===== src/rtl/t5_wbctl_pkg.sv =====
// Shared encodings for the t5 writeback controller: source selects, load funct3 codes,
// hart count and the load-queue entry layout.
package t5_wbctl_pkg;

  localparam int unsigned NHart = 4;

  typedef enum logic [1:0] {
    WbNone = 2'b00,
    WbAlu  = 2'b01,
    WbLink = 2'b10,
    WbLoad = 2'b11
  } wb_sel_e;

  localparam logic [2:0] F3Lb  = 3'b000;
  localparam logic [2:0] F3Lh  = 3'b001;
  localparam logic [2:0] F3Lw  = 3'b010;
  localparam logic [2:0] F3Lbu = 3'b100;
  localparam logic [2:0] F3Lhu = 3'b101;

  typedef struct packed {
    logic [1:0] hart;
    logic [4:0] rd;
    logic [2:0] fn3;
    logic [1:0] off;
  } ldq_entry_t;

endpackage


===== src/rtl/t5_ldext.sv =====
// Load data extraction: pick the byte/half lane from the returned word and sign- or
// zero-extend it according to the load funct3.
module t5_ldext
  import t5_wbctl_pkg::*;
#(
  parameter int unsigned XLEN = 32
) (
  input  logic [XLEN-1:0] dti,
  input  logic [2:0]      fn3,
  input  logic [1:0]      off,
  output logic [XLEN-1:0] dout
);

  logic [7:0]  byte_sel;
  logic [15:0] half_sel;

  always_comb begin
    byte_sel = dti[7:0];
    unique case (off)
      2'd0: byte_sel = dti[7:0];
      2'd1: byte_sel = dti[15:8];
      2'd2: byte_sel = dti[23:16];
      2'd3: byte_sel = dti[31:24];
      default: byte_sel = dti[7:0];
    endcase
    half_sel = off[1] ? dti[31:16] : dti[15:0];
  end

  // Unknown funct3 codes fall back to a full-word load.
  always_comb begin
    dout = dti;
    case (fn3)
      F3Lb:    dout = {{(XLEN - 8){byte_sel[7]}}, byte_sel};
      F3Lh:    dout = {{(XLEN - 16){half_sel[15]}}, half_sel};
      F3Lw:    dout = dti;
      F3Lbu:   dout = {{(XLEN - 8){1'b0}}, byte_sel};
      F3Lhu:   dout = {{(XLEN - 16){1'b0}}, half_sel};
      default: dout = dti;
    endcase
  end

endmodule


===== src/rtl/t5_wbctl.sv =====
// Writeback controller for the single GPRF write port: arbitrates load returns, a one-entry
// skid and M-stage ALU/LINK results, and holds harts with pending writes off fetch.
module t5_wbctl
  import t5_wbctl_pkg::*;
#(
  parameter int unsigned XLEN = 32,
  parameter int unsigned LQD  = 4
) (
  input  logic             sclk,
  input  logic             srst,
  input  logic             mval,
  input  logic [1:0]       mhart,
  input  logic [4:0]       mrd,
  input  logic [1:0]       msel,
  input  logic [2:0]       mfn3,
  input  logic [1:0]       maddr,
  input  logic [XLEN-1:0]  malu,
  input  logic [XLEN-1:0]  mpc,
  input  logic [XLEN-1:0]  dwb_dti,
  input  logic             dwb_ack,
  output logic             mwre,
  output logic [4:0]       rd0a,
  output logic [XLEN-1:0]  rd0d,
  output logic [1:0]       whart,
  output logic [NHart-1:0] hart_busy,
  output logic             wb_stall
);

  localparam int unsigned PtrW = (LQD > 1) ? $clog2(LQD) : 1;
  localparam int unsigned CntW = $clog2(LQD + 1);

  function automatic logic [PtrW-1:0] ptr_inc(input logic [PtrW-1:0] p);
    return (p == PtrW'(LQD - 1)) ? '0 : p + 1'b1;
  endfunction

  wb_sel_e sel;
  assign sel = wb_sel_e'(msel);

  ldq_entry_t      ldq_q [LQD];
  ldq_entry_t      head_ent;
  logic [PtrW-1:0] head_q, head_d, tail_q, tail_d;
  logic [CntW-1:0] cnt_q, cnt_d;

  logic            skid_vld_q, skid_vld_d;
  logic [1:0]      skid_hart_q, skid_hart_d;
  logic [4:0]      skid_rd_q, skid_rd_d;
  logic [XLEN-1:0] skid_data_q, skid_data_d;

  logic             mwre_q, mwre_d;
  logic [4:0]       rd0a_q, rd0a_d;
  logic [XLEN-1:0]  rd0d_q, rd0d_d;
  logic [1:0]       whart_q, whart_d;
  logic [NHart-1:0] busy_q, busy_d, busy_set, busy_clr;

  logic            ld_req, a_req, l_win, s_drain, a_win, a_stall, a_skid, ld_stall, push;
  logic [XLEN-1:0] ld_data, a_data;
  logic            win_vld;
  logic [1:0]      win_hart;
  logic [4:0]      win_rd;
  logic [XLEN-1:0] win_data;

  assign head_ent = ldq_q[head_q];
  assign a_data   = (sel == WbLink) ? mpc : malu;

  t5_ldext #(
    .XLEN(XLEN)
  ) u_ldext (
    .dti  (dwb_dti),
    .fn3  (head_ent.fn3),
    .off  (head_ent.off),
    .dout (ld_data)
  );

  // Priority L > S > A; a losing A goes to the skid whenever the skid is free after this edge.
  always_comb begin
    ld_req   = mval & (sel == WbLoad);
    a_req    = mval & ((sel == WbAlu) | (sel == WbLink));
    l_win    = dwb_ack & (cnt_q != '0);
    s_drain  = skid_vld_q & ~l_win;
    a_win    = a_req & ~l_win & ~skid_vld_q;
    a_stall  = a_req & l_win & skid_vld_q;
    a_skid   = a_req & ~a_win & ~a_stall;
    ld_stall = ld_req & (cnt_q == CntW'(LQD));
    wb_stall = a_stall | ld_stall;
    push     = ld_req & ~wb_stall;
  end

  always_comb begin
    win_vld  = 1'b0;
    win_hart = '0;
    win_rd   = '0;
    win_data = '0;
    if (l_win) begin
      win_vld  = 1'b1;
      win_hart = head_ent.hart;
      win_rd   = head_ent.rd;
      win_data = ld_data;
    end else if (skid_vld_q) begin
      win_vld  = 1'b1;
      win_hart = skid_hart_q;
      win_rd   = skid_rd_q;
      win_data = skid_data_q;
    end else if (a_win) begin
      win_vld  = 1'b1;
      win_hart = mhart;
      win_rd   = mrd;
      win_data = a_data;
    end
  end

  always_comb begin
    head_d = l_win ? ptr_inc(head_q) : head_q;
    tail_d = push ? ptr_inc(tail_q) : tail_q;
    cnt_d  = cnt_q;
    case ({push, l_win})
      2'b10:   cnt_d = cnt_q + 1'b1;
      2'b01:   cnt_d = cnt_q - 1'b1;
      default: cnt_d = cnt_q;
    endcase

    skid_vld_d  = skid_vld_q & ~s_drain;
    skid_hart_d = skid_hart_q;
    skid_rd_d   = skid_rd_q;
    skid_data_d = skid_data_q;
    if (a_skid) begin
      skid_vld_d  = 1'b1;
      skid_hart_d = mhart;
      skid_rd_d   = mrd;
      skid_data_d = a_data;
    end

    // Set after clear so a new pending write for a hart outlives a completing one.
    busy_set = '0;
    busy_clr = '0;
    if (l_win)   busy_clr[head_ent.hart] = 1'b1;
    if (s_drain) busy_clr[skid_hart_q] = 1'b1;
    if (push)    busy_set[mhart] = 1'b1;
    if (a_skid)  busy_set[mhart] = 1'b1;
    busy_d = (busy_q & ~busy_clr) | busy_set;

    mwre_d  = win_vld & (win_rd != '0);
    rd0a_d  = mwre_d ? win_rd : rd0a_q;
    rd0d_d  = mwre_d ? win_data : rd0d_q;
    whart_d = mwre_d ? win_hart : whart_q;
  end

  always_ff @(posedge sclk) begin
    if (srst) begin
      head_q      <= '0;
      tail_q      <= '0;
      cnt_q       <= '0;
      skid_vld_q  <= 1'b0;
      skid_hart_q <= '0;
      skid_rd_q   <= '0;
      skid_data_q <= '0;
      mwre_q      <= 1'b0;
      rd0a_q      <= '0;
      rd0d_q      <= '0;
      whart_q     <= '0;
      busy_q      <= '0;
    end else begin
      head_q      <= head_d;
      tail_q      <= tail_d;
      cnt_q       <= cnt_d;
      skid_vld_q  <= skid_vld_d;
      skid_hart_q <= skid_hart_d;
      skid_rd_q   <= skid_rd_d;
      skid_data_q <= skid_data_d;
      mwre_q      <= mwre_d;
      rd0a_q      <= rd0a_d;
      rd0d_q      <= rd0d_d;
      whart_q     <= whart_d;
      busy_q      <= busy_d;
    end
  end

  // Queue storage needs no reset: occupancy is tracked by cnt_q alone.
  always_ff @(posedge sclk) begin
    if (push) begin
      ldq_q[tail_q] <= '{hart: mhart, rd: mrd, fn3: mfn3, off: maddr};
    end
  end

  assign mwre      = mwre_q;
  assign rd0a      = rd0a_q;
  assign rd0d      = rd0d_q;
  assign whart     = whart_q;
  assign hart_busy = busy_q;

endmodule


===== config.mk =====
export PLATFORM = sky130hd
export DESIGN_NAME = t5_wbctl
export DESIGN_NICKNAME = d
export VERILOG_FILES = /design/src/rtl/t5_wbctl_pkg.sv /design/src/rtl/t5_ldext.sv /design/src/rtl/t5_wbctl.sv
export SDC_FILE = /design/constraint.sdc
export NUM_CORES = 1
export LEC_CHECK = 0
export CORE_MARGIN = 5
export CORE_UTILIZATION = 35
export DETAILED_ROUTE_END_ITERATION = 6
export REMOVE_ABC_BUFFERS = 1
export SLEW_MARGIN = 20
export SYNTH_ARGS = -nofsm -noshare
export SYNTH_HDL_FRONTEND = slang
export SYNTH_SLANG_ARGS = --single-unit

===== constraint.sdc =====
create_clock -name sclk -period 3.05 [get_ports sclk]
set_input_delay 0.7625 -clock sclk [delete_from_list [all_inputs] [get_ports sclk]]
set_output_delay 0.7625 -clock sclk [all_outputs]
set_load 0.05 [all_outputs]

==> flow_summary.json, run 1 <==
{
  "critPathRequiredTime_ns": 2.29,
  "ys_ff_latch": 141,
  "reg2reg_depth": 8,
  "drc": 0,
  "crit_fanout": 3,
  "setup_tns_ns": 0,
  "finalMaxSlewViolations": 0,
  "setup_viol": 0,
  "ioPinCount": 159,
  "post-place-ws_ns": -0.546,
  "highest_layer": "met5",
  "wl_met2_um": 10300,
  "min_from": "skid_rd_q[0]",
  "syn_to_final_growth_pct": 38.4,
  "crit_type": "in2out",
  "ir_worst_vdd_v": 0.000453,
  "path_buf_inv": 3,
  "vias_per_cell": 5.55,
  "wl_met1_um": 9140,
  "synth_area_mm2": 0.00694,
  "die_x_um": 151,
  "clock_path_buffers": 2,
  "leakagePower_nw": 3.23,
  "drive_above_1_share_pct": 11.5,
  "grt_pass1_vias": 6255,
  "synthSimpleGateAreaFrac_pct": 13.4,
  "cts_made_buffers": 17,
  "n_antenna_cell": 0,
  "hp-class": "reg2reg",
  "whs_endpoint": "skid_rd_q[0]",
  "yosys_warnings": 0,
  "maxCapViolations": 0,
  "place_congestion": 0.876,
  "synth_top_area_share_pct": 26.8,
  "synth_fa_ha_area_share_pct": 1.73,
  "fin_ws_ns": 0.0719,
  "ys_top_cells_by_area": "dfxtp_1 (27%), edfxtp_1 (21%), mux2i_1 (7.6%)",
  "antenna_left": 0,
  "grt_overflow": 0,
  "ys_types": 58,
  "cp-end-kind": "output pin",
  "cts_tree": "yes",
  "ys_seq_area_share_pct": 47.6,
  "hold_violations": 0,
  "synth_largest_area_cell": "dfxtp_1",
  "grt.total_usage_pct": 18.9,
  "post-dp-hpwl_um": 15600,
  "grt_max_degree": 65,
  "worst_pin_slew_ns": 0.724,
  "synthCells": 682,
  "port_buffers": 158,
  "finalCritPeriodShare_pct": 97.6,
  "cts_sinks": 141,
  "worstReg2RegEnd": "rd0d[29]",
  "ff2ff_setup_slack_ns": 0.38,
  "crit_slowest_cell": "clkdlybuf4s50_1",
  "status": "complete, no violations",
  "clk_pin_slew_ns": 0.06,
  "vias": 6195,
  "synth_edf_count": 48,
  "drt-total-wl_um": 21700,
  "hold_depth": 2,
  "powerDensity_mw_per_mm2": 712,
  "cts_hold_buf": 0,
  "fmax_mhz": 336,
  "critical_path_arrival_ns": 2.22,
  "wl_per_cell_um": 19.4,
  "timing.final.crit_period_ns": 2.98,
  "cp_cell_sequence": "clkdlybuf4s50_1 > ha_4 > nor3b_4 > buf_4 > a31oi_1 > nor2b_2 > buf_12",
  "fp.coreArea_mm2": 0.0195,
  "worstSkewPairLatency_ns": 0.43,
  "drt_iter0_markers": 365,
  "wl_met3_um": 1830,
  "synth_top_family_by_area": "compound AO/OA/AOI/OAI gates",
  "synth_compound_area_share_pct": 20.5,
  "fin_nets": 961,
  "die_h_um": 151,
  "cts-root-buf": "clkbuf_16",
  "start_kind": "primary input",
  "muxShareOfSynthArea_pct": 11.9,
  "synth_flop_cell": "dfxtp_1",
  "antenna_found_initial": 1,
  "rows": 51,
  "synth-async-reset-ratio_pct": 0,
  "initial_utilization_pct": 35.6,
  "clock-skew-final_ns": 0.0142,
  "slowest_delay_ns": 0.52,
  "dr.pass1.iters": 4,
  "grt_pass1_wl_um": 33500,
  "maxSlewHeadroom_pct": 51.7,
  "htreeDepth": 4,
  "synthXorXnorAreaFrac_pct": 0.379,
  "cp_top_family": "buffers and inverters",
  "die_area_mm2": 0.0227,
  "syn_avg_cell_area_um2": 10.2
}
-- cells in the final DEF (no fill, tap or decap), drive strengths merged, types with 28 or more instances in the layout --
cell | Yosys | routed
edfxtp | 48 | 48
nand2 | 49 | 49
clkdlybuf4s50 | 0 | 155
o21ai | 28 | 28
mux2i | 54 | 54
buf | 19 | 41
a21oi | 51 | 51
a211oi | 33 | 33
nor2 | 63 | 63
dfxtp | 93 | 93
-- worst max path at each step --
stage	to	cells past startpoint	from	slack (ns)
2_1_floorplan	rd0d[16]	5	cnt_q[0]	-2.85
3_3_place_gp	rd0d[13]	10	msel[0]	-0.25
3_5_place_dp	rd0d[10]	10	msel[0]	-0.55
4_1_cts	wb_stall	8	msel[0]	-0.07
5_1_grt	wb_stall	7	msel[1]	-0.03
6_report	wb_stall	7	msel[1]	0.07
-- cell usage after synthesis (4+ instances only) --
cell type,number
buf_6,4
clkbuf_1,41
o211ai_1,4
nand2b_1,5
edfxtp_1,48
a21oi_1,50
o21bai_1,7
a2111oi_0,7
a32o_1,7
mux4_2,11
nor4_1,16
inv_1,10
buf_2,12
nor3_1,12
a22oi_1,4
a311o_1,16
a211oi_1,32
o21ai_0,27
mux2i_1,53
ha_1,8
dfxtp_1,93
nand2_1,49
nor4b_1,16
nor2b_1,7
nand3_1,12
and2_1,4
o22ai_1,8
a2bb2oi_1,7
o221ai_1,8
nor2_1,63
a221oi_1,5
-- logic make-up (layout without fill, tap and decap cells) --
kind of cell,after synthesis,count (layout)
xor+xnor,3,3
compound gates,199,199
fa+ha+maj,9,9
buf+inv,72,241
mux,67,67
simple gates,191,191
flops,141,141
-- area by class of cell --
cell class	instances	area, um2
Fill cell	1756	9920
Multi-Input combinational cell	469	3370
Sequential cell	141	3300
Timing Repair Buffer	197	1920
Clock buffer	25	537
Tap cell	265	332
Clock inverter	7	96.3
Inverter	12	45.0
-- stage by stage --
step	cell area, um2	hold WS, ns	utilization (%)	cells	power, W
after floorplan	6670	0.431	-	622	0.00374
after global placement	8940	0.447	45.8	1083	0.00462
after detailed placement	8940	0.453	45.8	1083	0.00468
after CTS	9580	0.461	49.1	1115	0.00686
after global routing	9610	0.480	49.2	1116	0.00715
final	9610	0.463	49.2	1116	0.00684
-- repair_timing --
action | CTS | global route
setup endpoints to repair | 6 | 8
cloned | 0 | 0
setup buffers | 0 | 1
gates resized for setup | 2 | 5
pin swaps | 0 | 1
-- registers in the layout (all words and copies together), names as in the netlist, named ones only --
signal       cells
head_q           2
skid_data_q     32
skid_vld_q       1
skid_rd_q        5
hart_busy        4
rd0a             5
mwre             1
rd0d            32
ldq_q           48
tail_q           2
skid_hart_q      2
cnt_q            3
whart            2
-- routing by layer --
metal	vias up	global-route usage, %
met5	-	0
met3	36	5.95
met2	223	31.5
met1	3008	23.4
met4	2	6.03
li1	2926	-
-- where the power goes --
| part | switching, W | internal, W | leakage (nW) | total (W) |
|---|---|---|---|---|
| registers | 0.000151 | 0.00216 | 1.19 | 0.00231 |
| logic | 0.00143 | 0.000914 | 1.73 | 0.00235 |
| clock network | 0.000797 | 0.00139 | 0.312 | 0.00219 |
| total | 0.00238 | 0.00446 | 3.23 | 0.00684 |
-- tightest hold or removal path: stages (launching register included) --
cell and delay (ns):
dfxtp_1 0.31, nand2_1 0.06, a21oi_1 0.05
No activity file was read; power rests on OpenSTA's default activity.
==> run 2, diff against run 1 <==
Settings changed: MAX_ROUTING_LAYER set to met4.
Clock period 3.05 ns to 3.43 ns, I/O delays scaled along.
==> run 2 against run 1 <==
Effect of this change: total power is 11% lower; die area stayed put; sequential power is 10% lower; setup slack better by 0.12 ns; cell area fell by 1.2%; via count decreased by 1.2%; wire length about the same; highest routed layer is now met4.
==> flow_summary.json, run 2 (synthesis gave the netlist of run 1 again) <==
{
  "worst_pin_slew_ns": 0.678,
  "grt_max_degree": 54,
  "grt_pass1_wl_um": 32900,
  "crit_fanout": 3,
  "initial_utilization_pct": 35.6,
  "rsz0062_at_grt": "false",
  "critPathRequiredTime_ns": 2.57,
  "antenna_left": 0,
  "final_cell_mix": "clkdlybuf4s50_1 (156), dfxtp_1 (92), nor2_1 (62)",
  "die_x_um": 151,
  "layoutNonFillerInstCount": 1105,
  "dr.pass1.iters": 5,
  "start_kind": "primary input",
  "cts_setup_buffers": 0,
  "clock-skew-final_ns": 0.00733,
  "hold_violations": 0,
  "maxSlewHeadroom_pct": 54.7,
  "ioPinCount": 159,
  "utilization_pct": 48.6,
  "worstSkewPairLatency_ns": 0.42,
  "maxCapViolations": 0,
  "cts_hold_buf": 0,
  "ir_worst_vdd_v": 0.000410,
  "finalMaxSlewViolations": 0,
  "multi_input_comb_area_mm2": 0.00335,
  "die_area_mm2": 0.0227,
  "fmax_mhz": 309,
  "wl_per_cell_um": 19.6,
  "post-place-ws_ns": -0.174,
  "crit_type": "in2out",
  "placedCellCount": 1073,
  "cts_resized": 0,
  "die_h_um": 151,
  "finalCritPeriodShare_pct": 94.3,
  "antenna_found_initial": 0,
  "fp.coreArea_mm2": 0.0195,
  "grt_overflow": 0,
  "fin_ws_ns": 0.196,
  "timing.final.crit_period_ns": 3.23,
  "leakagePower_nw": 3.16,
  "drt_iter0_markers": 413,
  "fin_nets": 950,
  "clk_pin_slew_ns": 0.06,
  "final_common_cell": "clkdlybuf4s50_1",
  "critical_path_arrival_ns": 2.38,
  "cts_tree": "yes",
  "vias": 6122,
  "port_buffers": 158,
  "cp-end-kind": "output pin",
  "cts_made_buffers": 17,
  "regMostFlops": "ldq_q",
  "syn_to_final_growth_pct": 36.7,
  "rows": 51,
  "post-dp-hpwl_um": 15600,
  "grt.total_usage_pct": 19.1,
  "htreeDepth": 4,
  "seq_area_mm2": 0.00330,
  "vias_per_cell": 5.54,
  "place_congestion": 0.840,
  "status": "complete, no violations",
  "grt_pass1_vias": 6097,
  "drt-total-wl_um": 21700,
  "largest_reg_flops": 48,
  "drc": 0,
  "setup_viol": 0,
  "fill_cells": 1791,
  "n_antenna_cell": 0,
  "cts_sinks": 141,
  "ff2ff_setup_slack_ns": 0.57,
  "hp-class": "reg2reg",
  "cts-root-buf": "clkbuf_16",
  "clock_path_buffers": 2,
  "powerDensity_mw_per_mm2": 639,
  "drive_above_1_share_pct": 9.88,
  "setup_tns_ns": 0
}
-- run 2: changes by cell type in the layout (fill, tap and decap cells not counted), moves of 2 or more --
cell / change
clkbuf_8: -5
bufinv_16: +2
buf_4: -11
nor2b_1: +2
nor2b_2: -2
clkinv_2: +2
inv_6: +2
-- run 2: path summary, 6_finish.rpt --
check / from / to / depth (start not counted)
setup / recovery: msel[0] / wb_stall / 7
hold / removal: skid_rd_q[2] / skid_rd_q[2] / 2
setup reg to reg: flip-flop / rd0d[23] / 6
hold reg to reg: skid_rd_q[2] / skid_rd_q[2] / 2
-- run 2: layer usage --
metal	track usage [%]	part of all wire, %
met2	30.3	47
met5	-	0
met3	4.55	8.5
met1	24.2	42
met4	6.53	2.2
-- run 2: worst max-delay path, stage by stage --
cell	delay, ns
clkdlybuf4s50_1	0.48
inv_1	0.05
ha_2	0.28
nor3b_1	0.25
a31oi_1	0.07
nor2b_1	0.22
buf_12	0.17
-- run 2: where the power goes --
part / switching [W] / internal, W / leakage (nW)
combinational: 0.00125 / 0.000783 / 1.66
clock: 0.000730 / 0.00124 / 0.308
sequential: 0.000151 / 0.00192 / 1.19
total: 0.00213 / 0.00394 / 3.16
-- run 2: cell type report --
type / count / share of cell area [%]
multi-input combinational: 469 / 35.3
sequential: 141 / 34.8
timing repair buffer: 186 / 19.3
clock buffer: 18 / 4.63
tap: 265 / 3.49
clock inverter: 14 / 2.00
inverter: 12 / 0.475
-- run 2: through the flow --
| stage | total power, W | hold WS (ns) | area [um2] |
|---|---|---|---|
| 2_1_floorplan | 0.00333 | 0.431 | 6670 |
| 3_3_place_gp | 0.00407 | 0.449 | 8860 |
| 3_5_place_dp | 0.00413 | 0.453 | 8860 |
| 4_1_cts | 0.00610 | 0.461 | 9490 |
| 5_1_grt | 0.00634 | 0.478 | 9490 |
| 6_report | 0.00607 | 0.458 | 9490 |
